<file path="config.mk">
export PLATFORM = sky130hd
export DESIGN_NAME = mul_unit
export DESIGN_NICKNAME = d
export VERILOG_FILES = /design/src/rtl/mul_unit.sv
export SDC_FILE = /design/constraint.sdc
export NUM_CORES = 1
export LEC_CHECK = 0
export CAP_MARGIN = 10
export CORE_ASPECT_RATIO = 0.75
export CORE_MARGIN = 2
export CORE_UTILIZATION = 52
export CTS_CLUSTER_SIZE = 40
export DETAILED_ROUTE_END_ITERATION = 8
export DONT_BUFFER_PORTS = 1
export GPL_TIMING_DRIVEN = 0
export PLACE_DENSITY = 0.7
export SETUP_SLACK_MARGIN = 0.1
export SLEW_MARGIN = 20
export SYNTH_ARGS = -nofsm -noshare
export SYNTH_HDL_FRONTEND = slang
export SYNTH_SLANG_ARGS = --single-unit
</file>
<file path="constraint.sdc">
create_clock -name clk -period 2.89 [get_ports clk]
set_clock_uncertainty 0.05 [all_clocks]
set_input_delay 0.4335 -clock clk [delete_from_list [all_inputs] [get_ports clk]]
set_output_delay 0.4335 -clock clk [all_outputs]
set_load 0.05 [all_outputs]
</file>
<file path="src/rtl/mul_unit.sv">
// Iterative shift-and-add multiplier for the Execute stage: one multiplier bit
// per cycle, producing the low 32 bits of op_a*op_b.
module mul_unit (
   input  logic        clk,
   input  logic        reset,
   input  logic        start,
   input  logic [31:0] op_a,
   input  logic [31:0] op_b,
   input  logic        hold,
   input  logic        flush,
   output logic        ready,
   output logic [31:0] result,
   output logic        busy,
   output logic [1:0]  state_dbg
);

   typedef enum logic [1:0] {
      S_IDLE = 2'd0,
      S_BUSY = 2'd1,
      S_DONE = 2'd2
   } state_t;

   state_t      state_q, state_d;
   logic [31:0] a_q, b_q, acc_q, res_q;
   logic [4:0]  count_q;
   logic [31:0] acc_sum, b_shift;
   logic        last_step;

   // Handshake: start stays high while the instruction sits in Execute; the
   // unit answers with ready, which is low from the start cycle until DONE.
   assign acc_sum   = acc_q + (b_q[0] ? a_q : 32'd0);
   assign b_shift   = b_q >> 1;
   assign last_step = (b_shift == 32'd0) || (count_q == 5'd31);

   always_comb begin
      state_d = state_q;
      case (state_q)
         S_IDLE:  if (start) state_d = S_BUSY;
         S_BUSY:  if (last_step) state_d = S_DONE;
         S_DONE:  if (!hold) state_d = S_IDLE;
         default: state_d = S_IDLE;
      endcase
      if (flush) state_d = S_IDLE;
   end

   always_ff @(posedge clk) begin
      if (reset) begin
         state_q <= S_IDLE;
         a_q     <= 32'd0;
         b_q     <= 32'd0;
         acc_q   <= 32'd0;
         count_q <= 5'd0;
         res_q   <= 32'd0;
      end else if (flush) begin
         state_q <= S_IDLE;
         acc_q   <= 32'd0;
         count_q <= 5'd0;
      end else begin
         state_q <= state_d;
         case (state_q)
            S_IDLE: begin
               if (start) begin
                  a_q     <= op_a;
                  b_q     <= op_b;
                  acc_q   <= 32'd0;
                  count_q <= 5'd0;
               end
            end
            S_BUSY: begin
               acc_q   <= acc_sum;
               a_q     <= a_q << 1;
               b_q     <= b_shift;
               count_q <= count_q + 5'd1;
               // Result register only changes on the way into DONE.
               if (last_step) res_q <= acc_sum;
            end
            default: ;
         endcase
      end
   end

   assign ready     = (state_q == S_DONE) || ((state_q == S_IDLE) && !start);
   assign busy      = (state_q == S_BUSY);
   assign result    = res_q;
   assign state_dbg = state_q;

endmodule

</file>
Yosys cells after proc, flatten, opt, wreduce, memory -nomap -nowiden --
Cells that the tools add are included.
Word-level totals: bits in read-only memories 0, bits in latches 0, logic and storage cells 40, memories kept 0, register bits 135, memory bits (writable) 0
Cells by class: reductions and logical operators 12, $mul 0, eq/ne operators 6, add/sub/neg operators 2, mux-type cells 13, shift operators 0, order comparisons 0, bitwise gates (word level) 1, divide/modulo/power cells 0
Operators by type and width (count):
- 32-bit one-hot mux with 2 select lines | 3
- 32-bit 2-to-1 mux | 4
- 32-bit adder | 1
- 32-bit zero test | 1
- 5-bit one-hot mux with 2 select lines | 1
- 3-bit AND reduction | 3
- 2-bit 2-to-1 mux | 3
- 2-bit one-hot mux with 3 select lines | 1
- 5-bit by 1-bit adder with 5-bit output, second input constant | 1
- 5-bit equality test, second input constant | 1
- 5-bit 2-to-1 mux | 1
- 2-bit != test, second input constant | 2
- 2-bit by 1-bit equality test with 1-bit output, second input constant | 1
- 2-bit equality test, second input constant | 1
- 2-bit zero test | 1
- 1-bit logical OR | 2
- 2-bit by 1-bit != test with 1-bit output, second input constant | 1
- 2-bit AND reduction | 1
- 2-bit nonzero test | 1
- 2-bit OR reduction | 1
- 1-bit logical AND | 1
- 1-bit zero test | 1
- 1-bit inverter | 1

Logic depth before layout (Yosys ltp) --
Gate-level depths: netlist (run 1).
depth in word-level cells 4, gate-level depth with buffers 13

Worst setup path before layout (run 1) --
Ideal clock, no wire load.
kind register to register, start point register b_q[0], end point register acc_q[25], setup slack -0.126 ns, stages on the path, launching flop included 14, arrival 2.839 ns, setup time 0.127 ns, data required time 2.713 ns, period minus slack after synthesis 3.016 ns, cells stage by stage dfxtp_1 > clkbuf_1 > and2_1 > ha_1 > buf_4 > nand4_2 > o22ai_1 > a2111o_1 > o21ai_0 > o21bai_1 > a41oi_1 > o21ai_0 > xnor2_1 > o21ai_0
Between the ends: cells in the longest elaborated chain, start to end 3
Ends and longest elaborated chain:
- start: declaration | RTL line 24 | logic [31:0] a_q, b_q, acc_q, res_q;
- start signal: assignment | RTL line 64 | b_q <= op_b;
- start signal: assignment | RTL line 72 | b_q <= b_shift;
- 32-bit 2-to-1 mux | RTL line 31 | assign acc_sum = acc_q + (b_q[0] ? a_q : 32'd0);
- 32-bit adder | RTL line 31
- 32-bit one-hot mux with 2 select lines | RTL line 60 | case (state_q)
- end signal: assignment | RTL line 70 | acc_q <= acc_sum;
- end: declaration | RTL line 24
Every way passes these cells. A chain may end at the register's enable or synchronous reset.

Final worst setup path (run 1) --
start point register b_q[0], end point register res_q[30] (netlist: result[30])
Between the ends: cells in the longest elaborated chain, start to end 2
Ends and longest elaborated chain:
- 32-bit 2-to-1 mux | RTL line 31
- 32-bit adder | RTL line 31
- end signal: assignment | RTL line 75 | if (last_step) res_q <= acc_sum;
- end: declaration | RTL line 24
Every way passes these cells.

==> flow_metrics.tcl, run 1 <==
set metrics [dict create \
    nets 1043 \
    hp-class "in -> reg" \
    die_h_um 105 \
    cpMaxStageDelayCell "or4_4" \
    setup_violations 24 \
    maxCapViolations 0 \
    mostFrequentLayoutCells "196 x nand2_1, 133 x dfxtp_1, 96 x nor2_1" \
    critPathLaunchType "flop" \
    drt.antenna.violating_nets 0 \
    final_common_cell "nand2_1" \
    placed_area_um2 7330 \
    drc 0 \
    rows 36 \
    power_mw 4.80 \
    antenna_found_initial 0 \
    holdCritStartpoint "op_b[31]" \
    clock.fmax_mhz 318 \
    setup.worst_path.class "reg -> reg" \
    setup_slack_ps -259 \
    ir_drop_mv 0.504 \
    worst-path-stages 13 \
    worst_pin_slew_ps 1020 \
    r2r-start "b_q[0]" \
    ys_seq_area_share_pct 38.2 \
    path_cells "buf_6 -> and2_4 -> ha_4 -> fa_2 -> a21oi_2 -> o21ai_2 -> a21oi_2 -> o311ai_4 -> a31oi_4 -> o21bai_4 -> a31oi_4 -> or4_4 -> nand3_2" \
    io-pin-count 105 \
    clock_latency_ps 430 \
    r2r_setup_slack_ps -260 \
    regToRegEndpoint "result[30]" \
    grt_pass1_vias 6121 \
    slew_headroom_pct 32.0 \
    grt_overflow 0 \
    cts-root-buf "clkbuf_16" \
    syn_to_final_growth_pct 23.7 \
    start_util_pct 53.8 \
    drt_iter0_drc 574 \
    place.gp.congestion 0.915 \
    grt_max_degree 17 \
    whs_endpoint "b_q[31]" \
    utilization_pct 66.5 \
    dpl.cell_count 1066 \
    drv_slew 0 \
    rsz0062_at_grt "yes" \
    power_density_nw_per_um2 549 \
    cp.arrival_ps 3470 \
    end_kind "flop" \
    slowest_delay_ps 530 \
    instances_no_fill 1122 \
    ys_types 60 \
    numCtsBuffers 17 \
    synth_edf_count 0 \
    period_share_pct 109 \
    holdPathStages 2 \
    async_flop_share_pct 0 \
    status "complete, but fails checks" \
    syn_avg_cell_area_um2 7.90 \
    viasPerCell 6.05 \
    cts_max_level 4 \
    cts_hold_buf 0 \
    yosys_register_bits 135 \
    wl_per_cell_um 18.2 \
    die_x_um 139 \
    leakagePower_nw 3.38 \
    grt_usage_pct 27.2 \
    place_hpwl_um 14200 \
    final-hold-violation-count 0 \
    crit_buf_inv 1 \
    design_area_um2 8740 \
    failed_checks "setup timing" \
    dr.pass1.iters 6 \
    dr_total_vias 6787 \
    cts_tree "built" \
    critPathTopFamily "compound AO/OA/AOI/OAI gates" \
    grt_pass1_wl_um 31700 \
    r2r_cells 13 \
    path_max_fanout 4 \
    portBuffers 0 \
    period_needed_ps 3150 \
    crit_required_ps 3210 \
    ys_warn_count 0 \
    layout-drive-gt1-share_pct 16.9 \
    drt_wl_total_um 20400 \
    design.core.area_um2 13200 \
    antenna_cells 0 \
    die_area_um2 14600 \
    clock_path_buffers 2 \
    clock_sinks 135 \
    synth_cells 895 \
    ys.flop_type "dfxtp_1" \
    clk_transition_reported_paths_ps 60 \
    syn_area_um2 7070 \
    synth_fp_nets 998 \
    fin_tns_setup_ps -2470 \
]
==> sequential cells by signal, summed over array words and instances, names as in the netlist <==
signal / count
count_q: 5
acc_q: 32
result: 32
b_q: 32
a_q: 32
state_dbg: 2
==> Yosys cell counts (8+ instances only) <==
library cell	count	area share [%]
ha_1	33	5.8
o21ai_0	28	2.0
nand2_1	198	11
a22oi_1	16	1.7
and2_1	32	2.8
a311oi_1	62	7.7
xnor2_1	15	1.9
nand4_1	8	0.71
a21oi_1	59	4.2
nand3_1	21	1.5
a22o_1	11	1.4
clkbuf_1	47	2.5
xor2_1	16	2.0
nor2_1	98	5.2
a31oi_1	9	0.80
nor4_1	8	0.71
a21o_1	12	1.3
dfxtp_1	135	38
==> cell families (layout without fill, tap and decap cells) <==
logic type      after synthesis  count (layout)  synth area share (%)
compound gates              231             231                  23.2
xor+xnor                     31              31                  3.84
fa+ha+maj                    34              34                  6.12
buf+inv                      73             129                  4.67
flops                       135             135                  38.2
simple gates                391             391                  24.0
==> per-stage QoR <==
step / hold slack (ps) / worst slack, ps
CTS: 91.6 / -249
floorplan: 382 / 80.6
global placement: 399 / -635
finish: 98.1 / -259
global route: 103 / -332
detailed placement: 411 / -706
==> worst max path at each step <==
| stage | startpoint | endpoint | slack, ps |
|---|---|---|---|
| after floorplan | b_q[0] | result[30] | 80 |
| after global placement | b_q[0] | result[30] | -630 |
| after detailed placement | b_q[0] | result[30] | -710 |
| after CTS | b_q[0] | result[31] | -250 |
| after global routing | b_q[0] | result[31] | -330 |
| final | b_q[0] | result[30] | -260 |
==> what timing repair did <==
| item | 4_1_cts | 5_1_grt |
|---|---|---|
| pin swaps | 21 | 41 |
| cloned | 1 | 0 |
| endpoints found under the setup margin | 78 | 80 |
| gates resized for setup | 36 | 82 |
| buffers inserted | 11 | 18 |
==> report_power, final <==
| part | internal [mW] | switching (mW) | leakage, nW | total (mW) |
|---|---|---|---|---|
| clock network | 1.61 | 0.814 | 0.322 | 2.42 |
| logic | 0.138 | 0.251 | 1.96 | 0.389 |
| registers | 1.93 | 0.0588 | 1.10 | 1.99 |
==> per-layer routing <==
metal / vias to the layer above / GRT usage [%] / part of all wire (%)
met3: 26 / 7.15 / 6.5
li1: 3287 / - / -
met2: 235 / 41.6 / 45
met1: 3239 / 38.2 / 47
met5: - / 0 / 0
met4: 0 / 7.50 / 1.4
==> final cells by class <==
cell class,count,area (um^2)
multi-input cells,687,4560
fillers,1093,4410
clock buffers,22,484
well taps,171,214
repair buffers,29,253
flip-flops and latches,135,2710
plain buffers,62,327
inverters,8,30.0
clock inverters,8,169
Note: power is estimated with default switching activity, not from simulation.
==> run 2, diff against run 1 <==
--- a/config.mk
+++ b/config.mk
@@ -6,7 +6,6 @@
 export NUM_CORES = 1
 export LEC_CHECK = 0
 export CAP_MARGIN = 10
-export CORE_ASPECT_RATIO = 0.75
 export CORE_MARGIN = 2
 export CORE_UTILIZATION = 52
 export CTS_CLUSTER_SIZE = 40
==> flow_metrics.tcl, run 2 (same netlist as run 1, synthesis figures left out) <==
set metrics [dict create \
    drt.antenna.violating_nets 0 \
    start_util_pct 53.4 \
    status "complete, but fails checks" \
    die_h_um 121 \
    seq_area_um2 2710 \
    p_sw_mw 1.18 \
    leakagePower_nw 3.40 \
    clock_path_buffers 2 \
    antenna_cells 0 \
    pwr-share-clk_pct 50.1 \
    cp.arrival_ps 3410 \
    grt_pass1_wl_um 32500 \
    fin_tns_setup_ps -1690 \
    clk_transition_reported_paths_ps 60 \
    cts_max_level 4 \
    whs_endpoint "a_q[0]" \
    setup_slack_ps -272 \
    place_hpwl_um 13900 \
    r2r_setup_slack_ps -270 \
    cts-root-buf "clkbuf_16" \
    setup.worst_path.class "reg -> reg" \
    viasPerCell 6.00 \
    power_density_nw_per_um2 541 \
    grt_max_degree 17 \
    clock.fmax_mhz 316 \
    r2r-start "b_q[0]" \
    crit_path_frequent_cell "o21a_2" \
    p_int_mw 3.59 \
    dr_total_vias 6818 \
    num-fill-cells 1090 \
    dpl.cell_count 1071 \
    cpMaxStageDelayCell "dfxtp_4" \
    regToRegEndpoint "result[31]" \
    antenna_found_initial 0 \
    grt_overflow 0 \
    clock_sinks 135 \
    slew_headroom_pct 31.9 \
    clock_latency_ps 440 \
    syn_to_final_growth_pct 25.0 \
    final_common_cell "nand2_1" \
    mostFrequentLayoutCells "197 x nand2_1, 132 x dfxtp_1, 94 x nor2_1" \
    holdPathStages 2 \
    placed_area_um2 7340 \
    final-hold-violation-count 0 \
    design.core.area_um2 13200 \
    ir_drop_mv 0.393 \
    instances_no_fill 1136 \
    layout-drive-gt1-share_pct 17.9 \
    numCtsBuffers 17 \
    critPathTopFamily "compound AO/OA/AOI/OAI gates" \
    hp-class "in -> reg" \
    period_needed_ps 3160 \
    r2r_cells 12 \
    crit_buf_inv 1 \
    dr.pass1.iters 7 \
    holdCritStartpoint "op_a[0]" \
    failed_checks "DRC, setup timing" \
    rows 42 \
    grt_pass1_vias 6484 \
    drc 1 \
    end_kind "flop" \
    design_area_um2 8840 \
    pre_cts_ws_ps -647 \
    path_cells "buf_8 -> and2_1 -> ha_1 -> a21o_1 -> and4_1 -> o21a_2 -> o21a_2 -> o311ai_4 -> o21ai_2 -> a311oi_2 -> xnor2_2 -> a211oi_2" \
    multi_input_area_um2 4610 \
    crit_required_ps 3140 \
    drv_slew 0 \
    io-pin-count 105 \
    critPathLaunchType "flop" \
    pwr-share-comb_pct 8.2 \
    power_frac_seq_pct 41.7 \
    nets 1050 \
    place.gp.congestion 0.947 \
    drt_iter0_drc 568 \
    die_area_um2 14500 \
    setup_violations 20 \
    drt_wl_total_um 21000 \
    path_max_fanout 5 \
    cts_tree "built" \
    die_x_um 121 \
    period_share_pct 109 \
    rsz0062_at_grt "yes" \
    worst_pin_slew_ps 1020 \
    maxCapViolations 0 \
    hold_slack_ps 92.7 \
    slowest_delay_ps 380 \
    grt_usage_pct 28.3 \
    portBuffers 0 \
    switching_share_pct 24.8 \
    wl_per_cell_um 18.4 \
]
==> run 2: what timing repair did <==
item	4_1_cts	5_1_grt
pin swaps	36	29
endpoints found under the setup margin	69	80
buffers inserted	22	11
resized for setup	78	48
hold buffers	0	0
cloned	1	0
==> run 2: metal layers <==
metal | up-vias | track usage, % | wire [um]
met5 | - | 0 | 0
met4 | 0 | 10.5 | 520
met3 | 51 | 6.08 | 1390
met2 | 232 | 46.0 | 9670
met1 | 3250 | 37.0 | 9370
li1 | 3285 | - | -
==> run 2: worst register-to-register path, stage by stage (launching register included) <==
cell and delay [ps]:
dfxtp_4 380, buf_8 140, and2_1 180, ha_1 280, a21o_1 180, and4_1 220, o21a_2 240, o21a_2 250
o311ai_4 320, o21ai_2 120, a311oi_2 380, xnor2_2 180, a211oi_2 90
==> run 2: metrics by stage <==
step | power, mW | utilization (%)
floorplan | 2.28 | -
global placement | 2.38 | 55.4
detailed placement | 2.38 | 55.4
CTS | 4.76 | 64.7
global route | 4.90 | 66.7
finish | 4.78 | 66.7
==> run 2: power groups by stage <==
stage	Clock [mW]	Sequential, mW	Combinational [mW]
floorplan	0	2.01	0.267
global placement	0	2.03	0.348
detailed placement	0	2.03	0.351
CTS	2.39	1.99	0.378
global route	2.47	2.00	0.436
finish	2.39	1.99	0.392
==> run 2: worst max-delay path by stage <==
stage | from | endpoint | slack [ps] | depth (start not counted)
after floorplan | b_q[0] | result[30] | 80 | 12
after global placement | b_q[0] | result[30] | -600 | 11
after detailed placement | b_q[0] | result[30] | -650 | 11
after CTS | b_q[0] | result[31] | -310 | 13
after global routing | b_q[0] | result[31] | -340 | 12
final | b_q[0] | result[31] | -270 | 12
==> run 2: layout make-up <==
cell class | count | share of cell area, %
Buffer | 64 | 3.81
Clock buffer | 18 | 4.86
Clock inverter | 14 | 2.34
Inverter | 8 | 0.340
Multi-Input combinational cell | 687 | 52.2
Sequential cell | 135 | 30.7
Tap cell | 176 | 2.49
Timing Repair Buffer | 34 | 3.29
==> run 3, diff against run 2 <==
--- a/config.mk
+++ b/config.mk
@@ -5,6 +5,7 @@
 export SDC_FILE = /design/constraint.sdc
 export NUM_CORES = 1
 export LEC_CHECK = 0
+export ABC_AREA = 1
 export CAP_MARGIN = 10
 export CORE_MARGIN = 2
 export CORE_UTILIZATION = 52
@@ -12,6 +13,7 @@
 export DETAILED_ROUTE_END_ITERATION = 8
 export DONT_BUFFER_PORTS = 1
 export GPL_TIMING_DRIVEN = 0
+export MAX_ROUTING_LAYER = met4
 export PLACE_DENSITY = 0.7
 export SETUP_SLACK_MARGIN = 0.1
 export SLEW_MARGIN = 20
==> flow_metrics.tcl, run 3 <==
set metrics [dict create \
    nets 1421 \
    pwr-share-comb_pct 8.8 \
    clock_latency_ps 440 \
    io-pin-count 105 \
    grt_usage_pct 30.3 \
    drt_wl_total_um 23100 \
    rsz0062_at_grt "yes" \
    maxCapViolations 0 \
    grt_overflow 0 \
    slew_headroom_pct 31.8 \
    leakagePower_nw 4.52 \
    pwr-share-clk_pct 47.2 \
    syn_avg_cell_area_um2 6.17 \
    yosys_register_bits 135 \
    fin_tns_setup_ps 0 \
    die_area_um2 16400 \
    status "finished clean" \
    ys_warn_count 0 \
    antenna_found_initial 0 \
    ys_seq_area_share_pct 33.7 \
    power_frac_seq_pct 44.0 \
    ir_drop_mv 0.415 \
    clock.fmax_mhz 380 \
    drt.antenna.violating_nets 0 \
    async_flop_share_pct 0 \
    place_hpwl_um 17600 \
    ys_types 32 \
    pre_cts_ws_ps 74.1 \
    grt_pass1_wl_um 37600 \
    drt_iter0_drc 668 \
    viasPerCell 5.27 \
    critPathLaunchType "flop" \
    synthDominantCellAreaShare_pct 33.7 \
    cts_tree "built" \
    power_mw 4.55 \
    synth_fp_nets 1402 \
    final_common_cell "nand2_1" \
    numCtsBuffers 17 \
    cts-root-buf "clkbuf_16" \
    drc 0 \
    ys.flop_type "dfxtp_1" \
    dr_total_vias 7998 \
    cpMaxStageDelayCell "ha_1" \
    cts_hold_buf 0 \
    hp-class "in -> reg" \
    grt_pass1_vias 7598 \
    final-hold-violation-count 0 \
    power_density_nw_per_um2 514 \
    layout-drive-gt1-share_pct 5.94 \
    setup.worst_path.class "reg -> reg" \
    drv_slew 0 \
    syn_to_final_growth_pct 10.4 \
    wl_per_cell_um 15.2 \
    path_cells "clkbuf_2 -> buf_2 -> nand2_1 -> inv_1 -> ha_1 -> nand2_1 -> nor2_1 -> nand3_1 -> nand3b_1 -> nand2_1 -> nand2_1 -> nand2_1 -> nand2_1 -> nand2_1 -> nand2_1 -> inv_1" \
    portBuffers 0 \
    p_int_mw 3.34 \
    antenna_cells 0 \
    synth_edf_count 0 \
    setup_slack_ps 258 \
    path_max_fanout 10 \
    die_x_um 128 \
    syn_area_um2 8010 \
    utilization_pct 58.4 \
    synth_most_common_cell "nand2_1" \
    design.core.area_um2 15100 \
    slowest_delay_ps 350 \
    switching_share_pct 26.6 \
    cp.arrival_ps 2920 \
    place.gp.congestion 0.951 \
    yosys-top-cells-count "488 x nand2_1, 173 x inv_1, 135 x dfxtp_1, 104 x nor2_1, 70 x o21ai_0" \
    period_share_pct 91.1 \
    rows 45 \
    setup_violations 0 \
    worst_pin_slew_ps 1030 \
    die_h_um 128 \
    clock_sinks 135 \
    cts_setup_buffers 0 \
    yosysTopAreaCell "dfxtp_1" \
    clk_transition_reported_paths_ps 60 \
    crit_required_ps 3170 \
    clock_path_buffers 2 \
    end_kind "flop" \
    synthTopCellsByArea "dfxtp_1 34%, nand2_1 23%, inv_1 8.1%" \
    synth_cells 1299 \
    dr.pass1.iters 5 \
    period_needed_ps 2630 \
    start_util_pct 52.9 \
    p_sw_mw 1.21 \
    mostFrequentLayoutCells "487 x nand2_1, 173 x inv_1, 134 x dfxtp_1" \
    crit_path_frequent_cell "nand2_1" \
    grt_max_degree 17 \
    cts_max_level 4 \
]
-- run 3: cell count changes after synthesis, sizes merged, moves of 12 or more --
cell / change
buf: +12
nand2: +291
clkbuf: -17
o21ai: +53
a311oi: -63
and2: -28
inv: +168
a31oi: +53
a22oi: -16
nand3: +22
-- run 3: through the flow --
stage	std cells	hold slack (ps)	instance area, um^2
2_1_floorplan	1299	394	8010
3_3_place_gp	1487	405	8250
3_5_place_dp	1487	410	8250
4_1_cts	1519	104	8830
5_1_grt	1519	108	8850
6_report	1519	106	8850
-- run 3: power groups by stage --
stage	Sequential (mW)	Clock, mW	Combinational [mW]
final	2.00	2.15	0.398
after CTS	2.00	2.16	0.397
after detailed placement	2.04	0	0.394
after global placement	2.04	0	0.391
after floorplan	2.02	0	0.289
after global routing	2.01	2.25	0.454
-- run 3: path summary, 6_finish.rpt --
path | depth (start not counted) | endpoint | start | slack [ps]
max | 16 | result[27] | b_q[0] | 260
max reg2reg | 16 | result[27] | b_q[0] | 260
min | 2 | b_q[23] | op_b[23] | 110
min reg2reg | 2 | count_q[4] | count_q[4] | 420
-- run 3: logic make-up after synthesis --
family / share of synthesized area (%)
DFF: 33.7
xor gates and xnor gates: 1.75
adders and majority gates: 5.40
and+or+nand+nor: 32.4
buffers and inverters: 11.7
AOI/OAI and AO/OA: 15.0
-- run 3: final cells by class --
cell class / count / area [um^2]
buffer: 59 / 288
inverter: 177 / 666
clock buffer: 22 / 484
fill: 1560 / 6300
clock inverter: 10 / 93.8
tap: 188 / 235
sequential: 135 / 2700
multi-input combinational: 928 / 4380
-- run 3: layer usage --
| layer | share of wire [%] | vias to the layer above | GRT usage [%] |
|---|---|---|---|
| met5 | 0 | - | - |
| met4 | 2.9 | 0 | 12.0 |
| met3 | 7.6 | 44 | 7.39 |
| met2 | 44 | 274 | 46.9 |
| met1 | 45 | 3553 | 38.1 |
| li1 | - | 4127 | - |
-- run 3: what timing repair did --
action	CTS	global route
endpoints found under the hold margin	0	0
setup endpoints to repair	8	42
pin swaps	0	1
resized for setup	3	12
-- run 3: worst max-delay path, delay by kind of cell, from the launching register on --
family | cells | cell delay [ps]
and+or+nand+nor | 11 | 1360
buffers and inverters | 4 | 470
DFF | 1 | 300
adders and majority gates | 1 | 350
